[config.mk]
export PLATFORM = sky130hd
export DESIGN_NAME = reg_cmd_ctrl
export DESIGN_NICKNAME = d
export VERILOG_FILES = /design/src/rtl/reg_cmd_ctrl.sv
export SDC_FILE = /design/constraint.sdc
export NUM_CORES = 1
export LEC_CHECK = 0
export BUFFER_PORTS_ARGS = -buffer_cell sky130_fd_sc_hd__buf_2
export CAP_MARGIN = 0
export CORE_MARGIN = 4
export CORE_UTILIZATION = 50
export DETAILED_ROUTE_END_ITERATION = 6
export PLACE_DENSITY = 0.76
export SLEW_MARGIN = 20
export SYNTH_ARGS = -nofsm -noshare
export SYNTH_HDL_FRONTEND = slang
export SYNTH_SLANG_ARGS = --single-unit
[constraint.sdc]
create_clock -name clk -period 2 [get_ports clk]
set_clock_uncertainty 0.2 [all_clocks]
set_input_delay 0.2 -clock clk [delete_from_list [all_inputs] [get_ports clk]]
set_output_delay 0.2 -clock clk [all_outputs]
set_load 0.01 [all_outputs]
[src/rtl/reg_cmd_ctrl.sv]
// ---------------------------------------------------------------------------
// reg_cmd_ctrl
//
// Command front end between a UART byte stream and the system register file.
// Accepts two byte-serial frames from the UART receiver:
//    write : 0xAA, address, data
//    read  : 0xBB, address
// Writes go straight to the register file. Read results are captured and
// handed to the UART transmitter. Incomplete frames are abandoned after a
// period of inactivity. A register file that never answers a read is given
// up on after a short wait.
//
// Ports
//    clk                 system clock, everything on the rising edge
//    reset_n             synchronous active-low reset
//    rx_data/rx_valid    received byte and its one-cycle strobe
//    rf_address          register file address (held between accesses)
//    rf_write_en         one-cycle write strobe
//    rf_write_data       write data (held after the strobe)
//    rf_read_en          one-cycle read strobe
//    rf_read_data        read data returned by the register file
//    rf_read_data_valid  qualifies rf_read_data
//    tx_data/tx_valid    byte and one-cycle request towards the UART transmitter
//    tx_busy             transmitter is still sending a previous byte
//    busy                controller is inside a frame (state not IDLE)
//    frame_error         one-cycle pulse on unknown command or timeout
// ---------------------------------------------------------------------------
module reg_cmd_ctrl #(
    parameter int DATA_WIDTH     = 8,
    parameter int ADDR_WIDTH     = 4,
    parameter int TIMEOUT_CYCLES = 1024,
    parameter int RD_WAIT_MAX    = 4
) (
    input  logic                  clk,
    input  logic                  reset_n,
    input  logic [DATA_WIDTH-1:0] rx_data,
    input  logic                  rx_valid,
    output logic [ADDR_WIDTH-1:0] rf_address,
    output logic                  rf_write_en,
    output logic [DATA_WIDTH-1:0] rf_write_data,
    output logic                  rf_read_en,
    input  logic [DATA_WIDTH-1:0] rf_read_data,
    input  logic                  rf_read_data_valid,
    output logic [DATA_WIDTH-1:0] tx_data,
    output logic                  tx_valid,
    input  logic                  tx_busy,
    output logic                  busy,
    output logic                  frame_error
);

    localparam int TO_W = (TIMEOUT_CYCLES > 1) ? $clog2(TIMEOUT_CYCLES) : 1;
    localparam int RW_W = (RD_WAIT_MAX > 1) ? $clog2(RD_WAIT_MAX) : 1;

    localparam logic [TO_W-1:0] TO_LAST = TO_W'(TIMEOUT_CYCLES - 1);
    localparam logic [RW_W-1:0] RW_LAST = RW_W'(RD_WAIT_MAX - 1);

    localparam logic [DATA_WIDTH-1:0] CMD_WRITE = DATA_WIDTH'('hAA);
    localparam logic [DATA_WIDTH-1:0] CMD_READ  = DATA_WIDTH'('hBB);

    typedef enum logic [2:0] {
        IDLE,
        WR_ADDR,
        WR_DATA,
        RD_ADDR,
        RD_WAIT,
        TX_SEND
    } state_t;

    state_t state;
    state_t state_next;

    logic [TO_W-1:0] to_cnt;
    logic [TO_W-1:0] to_cnt_next;
    logic [RW_W-1:0] rw_cnt;
    logic [RW_W-1:0] rw_cnt_next;

    logic in_frame;
    logic frame_timeout;
    logic rd_timeout;
    logic bad_cmd;
    logic abort;

    logic [ADDR_WIDTH-1:0] address_next;
    logic [DATA_WIDTH-1:0] write_data_next;
    logic                  write_en_next;
    logic                  read_en_next;
    logic [DATA_WIDTH-1:0] tx_data_next;
    logic                  tx_valid_next;

    // States that are waiting for the next byte of a frame; only these
    // are subject to the inter-byte timeout.
    assign in_frame = (state == WR_ADDR) || (state == WR_DATA) || (state == RD_ADDR);

    // A byte arriving in the terminal-count cycle takes priority, so the
    // timeout only fires when rx_valid is low.
    assign frame_timeout = in_frame && !rx_valid && (to_cnt == TO_LAST);
    assign rd_timeout    = (state == RD_WAIT) && !rf_read_data_valid && (rw_cnt == RW_LAST);
    assign bad_cmd       = (state == IDLE) && rx_valid &&
                           (rx_data != CMD_WRITE) && (rx_data != CMD_READ);
    assign abort         = bad_cmd || frame_timeout || rd_timeout;

    // State register. Every output is registered here from its computed
    // next value so the register file and UART see clean, glitch-free
    // strobes. busy is derived from the next state so it drops in the
    // same cycle the closing strobe appears.
    always_ff @(posedge clk) begin
        if (!reset_n) begin
            state         <= IDLE;
            to_cnt        <= '0;
            rw_cnt        <= '0;
            rf_address    <= '0;
            rf_write_en   <= 1'b0;
            rf_write_data <= '0;
            rf_read_en    <= 1'b0;
            tx_data       <= '0;
            tx_valid      <= 1'b0;
            busy          <= 1'b0;
            frame_error   <= 1'b0;
        end else begin
            state         <= state_next;
            to_cnt        <= to_cnt_next;
            rw_cnt        <= rw_cnt_next;
            rf_address    <= address_next;
            rf_write_en   <= write_en_next;
            rf_write_data <= write_data_next;
            rf_read_en    <= read_en_next;
            tx_data       <= tx_data_next;
            tx_valid      <= tx_valid_next;
            busy          <= (state_next != IDLE);
            frame_error   <= abort;
        end
    end

    // Next-state logic. Both counters default to zero, which gives the
    // "clear on entry and on every accepted byte" behaviour for free; they
    // only advance while their state is idling without the awaited event.
    always_comb begin
        state_next  = state;
        to_cnt_next = '0;
        rw_cnt_next = '0;

        case (state)
            IDLE: begin
                if (rx_valid) begin
                    if (rx_data == CMD_WRITE) begin
                        state_next = WR_ADDR;
                    end else if (rx_data == CMD_READ) begin
                        state_next = RD_ADDR;
                    end
                end
            end
            WR_ADDR: begin
                if (rx_valid) begin
                    state_next = WR_DATA;
                end else if (frame_timeout) begin
                    state_next = IDLE;
                end
            end
            WR_DATA: begin
                if (rx_valid || frame_timeout) begin
                    state_next = IDLE;
                end
            end
            RD_ADDR: begin
                if (rx_valid) begin
                    state_next = RD_WAIT;
                end else if (frame_timeout) begin
                    state_next = IDLE;
                end
            end
            RD_WAIT: begin
                if (rf_read_data_valid) begin
                    state_next = TX_SEND;
                end else if (rd_timeout) begin
                    state_next = IDLE;
                end else begin
                    rw_cnt_next = rw_cnt + RW_W'(1);
                end
            end
            TX_SEND: begin
                if (!tx_busy) begin
                    state_next = IDLE;
                end
            end
            default: begin
                state_next = IDLE;
            end
        endcase

        if (in_frame && !rx_valid && !frame_timeout) begin
            to_cnt_next = to_cnt + TO_W'(1);
        end
    end

    // Output logic. Address, write data and tx_data hold unless a new
    // value is latched; strobes default low so each lasts one cycle.
    // Bytes arriving in RD_WAIT or TX_SEND fall through untouched.
    always_comb begin
        address_next    = rf_address;
        write_data_next = rf_write_data;
        tx_data_next    = tx_data;
        write_en_next   = 1'b0;
        read_en_next    = 1'b0;
        tx_valid_next   = 1'b0;

        case (state)
            WR_ADDR: begin
                if (rx_valid) begin
                    address_next = rx_data[ADDR_WIDTH-1:0];
                end
            end
            WR_DATA: begin
                if (rx_valid) begin
                    write_data_next = rx_data;
                    write_en_next   = 1'b1;
                end
            end
            RD_ADDR: begin
                if (rx_valid) begin
                    address_next = rx_data[ADDR_WIDTH-1:0];
                    read_en_next = 1'b1;
                end
            end
            RD_WAIT: begin
                if (rf_read_data_valid) begin
                    tx_data_next = rf_read_data;
                end
            end
            TX_SEND: begin
                if (!tx_busy) begin
                    tx_valid_next = 1'b1;
                end
            end
            default: begin
            end
        endcase
    end

endmodule

Word-level counts from Yosys, hierarchy flattened:

Index checks and enable logic that the tools add are counted.

* flip-flop bits (word level): 40
* bits of input ports: 21
* output and inout port bits: 25
* word-level logic and storage cells: 66

* add/subtract/negate cells: 2
* equal/unequal tests: 11
* multiplexer cells: 13
* bitwise operators: 2
* reduce and logical (&&, ||, !) cells: 27

Operators with widths (number)
* two-way mux 3 bit: 10
* case mux 3 bit (6 select lines): 1
* equality test 8 bit (second input constant): 2
* != test 8 bit (second input constant): 2
* AND reduction 2 bit: 7
* adder 10 x 1 -> 10 bit (second input constant): 1
* equality test 10 bit (second input constant): 1
* logical AND 1 bit: 8
* equality test 3 x 2 -> 1 bit (second input constant): 2
* equality test 3 bit (second input constant): 2
* logical OR 1 bit: 5
* OR reduction 4 bit: 1
* equality test 3 x 1 -> 1 bit (second input constant): 1
* zero test 1 bit: 3
* zero test 3 bit: 1
* nonzero test 3 bit: 1
* adder 2 x 1 -> 2 bit (second input constant): 1
* equality test 2 bit (second input constant): 1
* two-way mux 1 bit: 2
* NOT 1 bit: 2
* OR reduction 2 bit: 1

Longest topological paths before layout:

* depth in word-level cells: 9
* gate-level depth with buffers: 5
* gate-level depth less buffers: 5

Least setup slack after synthesis:

OpenSTA, ideal clock, no wires.

* kind: reg-to-reg
* start: register to_cnt[0]
* end: register busy
* library setup time: 0.128 ns
* data arrival time: 1.276 ns
* required time: 1.672 ns
* slack: 0.396 ns
* cell stages (with the launch flop): 6
* buffers on the path: 0
* period minus slack after synthesis: 1.604 ns
* cell sequence: dfxtp_1 -> ha_1 -> nand2_1 -> or3_4 -> a32oi_2 -> a31oi_1

* longest elaborated chain between the ends: 6

RTL lines
* from (decl): RTL line 72 `logic [TO_W-1:0] to_cnt;`
* from (signal assigned): RTL line 121 `to_cnt <= to_cnt_next;`
* equality test 10 bit (*): RTL line 96 `assign frame_timeout = in_frame && !rx_valid && (to_cnt == TO_LAST);`
* logical AND 1 bit (*): RTL line 96
* two-way mux 3 bit or logical OR 1 bit (tied branches): RTL line 155, 167, 160
* two-way mux 3 bit (on tied branches): RTL line 165, 153, 160
* case mux 3 bit (6 select lines) (*): RTL line 142 `case (state)`
* nonzero test 3 bit (*): RTL line 129 `busy <= (state_next != IDLE);`
* to (signal assigned): RTL line 129
* to (decl): RTL line 47 `output logic busy,`

Mark *: on every way between the ends. The rest lies on a longest branch, timed or not.
A chain may end at the register's enable or synchronous reset.

Final worst setup path:

* start: input rx_valid
* end: register rf_write_data[3]

* longest elaborated chain between the ends: 1

RTL lines
* from (decl): RTL line 37 `input logic rx_valid,`
* AND reduction 2 bit (no source line)
* to (signal assigned): RTL line 125 `rf_write_data <= write_data_next;`
* to (decl): RTL line 40 `output logic [DATA_WIDTH-1:0] rf_write_data,`

No other way between the ends.

==> summary.txt <==
Worst-Margin Slew = 700.4 ps
Logic pwr share = 5.7%
Die height = 64.60 µm
DP Worst Slack = 293.8 ps
Num CTS Buffers = 5
Final GP Congestion = 0.7617
Largest family of logic cells by synthesized area = simple AND/OR/NAND/NOR gates
Post-CTS Setup Bufs = 0
Gr ovfl total = 0
Adder-cell share of the synthesized area = 1.563%
Synth cell types = 35
Most numerous cell in the Yosys netlist = dfxtp_1
Largest net degree at the start of global routing = 24
Final worst-path cycle share = 88.03%
Main flop type after synthesis = dfxtp_1
Fin worst setup slack = 239.5 ps
Sw Ratio = 19.70%
Layout cell share with drive strength beyond 1 = 26.84%
Die width = 64.60 µm
Core footprint = 3053 µm²
Tmin final = 1761 ps
Antenna-violating nets left = 0
Top cell type's share of synthesized area = 50.00%
Drt wl/cell = 13.04 µm
Final hold vios = 0
Nets = 253
Compound-gate portion of the synthesized area = 4.609%
Met3 global-route usage = 5.199%
Fmax = 0.5680 GHz
Worst Hold Margin = 245.6 ps
Level count of the clock H-tree = 2
Tightest Hold Check Type = flip-flop to flip-flop
Area contributors post-synth = dfxtp_1 50%, mux2i_1 13%, nor2_1 8.2%
Final Max Tran Viols = 0
CP required = 2010 ps
Commonest cells in the netlist = 40 x dfxtp_1, 35 x nor2_1, 21 x mux2i_1, 7 x nand2_1, 5 x xor2_1
Hold worst-path end = to_cnt[0]
Peak VDD IR = 0.5150 mV
Max cap viols = 0
PD cells = 671.2 nW/µm²
GRT met1 Usage = 21.21%
Initial antenna violation count = 0
Seq pwr share = 54.4%
Yosys synthesis warning count = 0
Launching point of the worst reg2reg path = state[0]
Post-Syn Nets = 182
Post-Layout Inst Area = 2186 µm²
Slew HR = 53.26%
Simple-gate area share of the yosys netlist = 23.44%
CTS Sinks = 40
Clk root buf = clkbuf_4
Yosys top cell by area = dfxtp_1
Initial Util = 52.46%
Initial DRC Count = 38
Yosys reg bits = 40
RR Endpoint = tx_valid
Worst hold start = to_cnt[0]
Placed cell area = 1881 µm²
Cell leakage power = 0.0009441 µW
Worst Path Arrival = 1770 ps
Int Pwr = 1178 µW
Final setup fails = 0
Sequential share of the synthesized area = 50.00%
Area Overhead vs Synth = 36.48%
Worst-path fanout max = 6
ANT cells = 0
NetSw = 289.0 µW
Max clock buf depth = 2
CP endpoint kind = flip-flop
RSZ-0062 raised after global routing = false
Slowest cell on crit path = dlygate4sd3_1
Clock transition at the registers of the reported paths = 110 ps
# DRC = 0
First-pass GRT wire length = 6223 µm
Setup tns final = 0 ps
Post-synth EDFFs = 0
Status = finished clean
Mapped cell area = 1602 µm²
Vias = 1378
Cells after DPL = 246
Die area = 4173 µm²
CTS tree = yes
DRT Pass-1 Iters = 4
Clock share of power = 39.9%
Final cell count without fillers = 275
Syn avg cell area = 10.07 µm²
Post-CTS Hold Buffers = 21
Vias per cell = 5.011
Port bufs = 45
Row Count = 20
Drt total wl = 3587 µm
Worst-Skew Late Latency = 340 ps
Post-Synthesis Cells = 159
CP Launch Type = input port
Post-detail-place hpwl = 2467 µm
Reg2Reg Depth = 3
Grt met2 use = 32.86%
Hold depth = 1
Io pins = 46
Asr flop ratio synth = 0%
Critical-path cell list = dlygate4sd3_1 -> buf_2 -> nor4bb_2 -> buf_4 -> mux2i_1 -> nor2_1
Post-synthesis mux area share = 13.13%
Worst R2R Setup Slack = 280 ps
Gr usage total = 19.10%
Worst stage delay on the critical path = 530 ps
Cts repair resizes = 0
Vias in the first global route = 1449
Crit Path Category = input port to flip-flop
Most Used Layer, Global Route = met2
Area share of xor/xnor cells in the synthesized design = 4.922%
==> critical path, delay by kind of cell <==
kind,cells,cell delay [ps]
multiplexers,1,220
AND/OR/NAND/NOR,2,440
buffers and inverters,3,920
==> power by group through the flow <==
| stage | combinational [µW] | sequential [µW] | clock, µW |
|---|---|---|---|
| 3_5_place_dp | 50.8 | 817 | 0 |
| 4_1_cts | 81.3 | 799 | 594 |
| 3_3_place_gp | 49.3 | 817 | 0 |
| 2_1_floorplan | 19.1 | 817 | 0 |
| 5_1_grt | 91.0 | 799 | 637 |
| 6_report | 83.0 | 798 | 586 |
==> layout make-up <==
class	count	area, µm²
Clock inverter	1	30.03
Multi-Input combinational cell	112	769.5
Tap cell	44	55.05
Clock buffer	7	65.06
Fill cell	246	867.1
Inverter	2	7.507
Timing Repair Buffer	69	457.9
Sequential cell	40	800.8
==> logic make-up after synthesis <==
| group | after synthesis |
|---|---|
| and+or+nand+nor | 71 |
| DFF | 40 |
| muxes | 21 |
| AOI/OAI and AO/OA | 9 |
| xor gates and xnor gates | 9 |
| buffers and inverters | 7 |
| adders and majority gates | 2 |
==> state kept, by name, summed over array words and instances, names as in the netlist <==
register	flops
to_cnt	10
tx_valid	1
tx_data	8
rw_cnt	2
rf_write_data	8
rf_address	4
state	3
rf_write_en	1
busy	1
rf_read_en	1
frame_error	1
==> worst max-delay path by stage <==
stage | slack (ps) | endpoint | startpoint
detailed placement | 290 | busy | to_cnt[0]
floorplan | 400 | busy | to_cnt[0]
global placement | 350 | busy | to_cnt[0]
finish | 240 | rf_write_data[3] | rx_valid
CTS | 260 | rf_write_data[3] | rx_valid
global route | 120 | rf_write_data[3] | rx_valid
==> per-layer routing <==
metal	share of wire, %	vias to the layer above
met4	2.7	0
met2	49	33
li1	-	697
met5	0	-
met3	5.4	12
met1	43	636
==> layout by cell type, fill, tap and decap left out, types with 3 or more instances in the layout <==
master         instances
buf_2                 45
buf_4                  3
clkbuf_4               5
dfxtp_1               40
dlygate4sd3_1         21
mux2i_1               21
nand2_1                7
nand4_1                3
nor2_1                35
nor3_1                 3
xnor2_1                4
xor2_1                 5
==> stage by stage <==
step                total power (µW)  utilization, %
floorplan                      836.3               -
global placement               865.9           61.60
detailed placement             867.4           61.60
CTS                             1474           71.60
global route                    1527           71.60
finish                          1467           71.60
No activity file was read; power rests on OpenSTA's default activity.
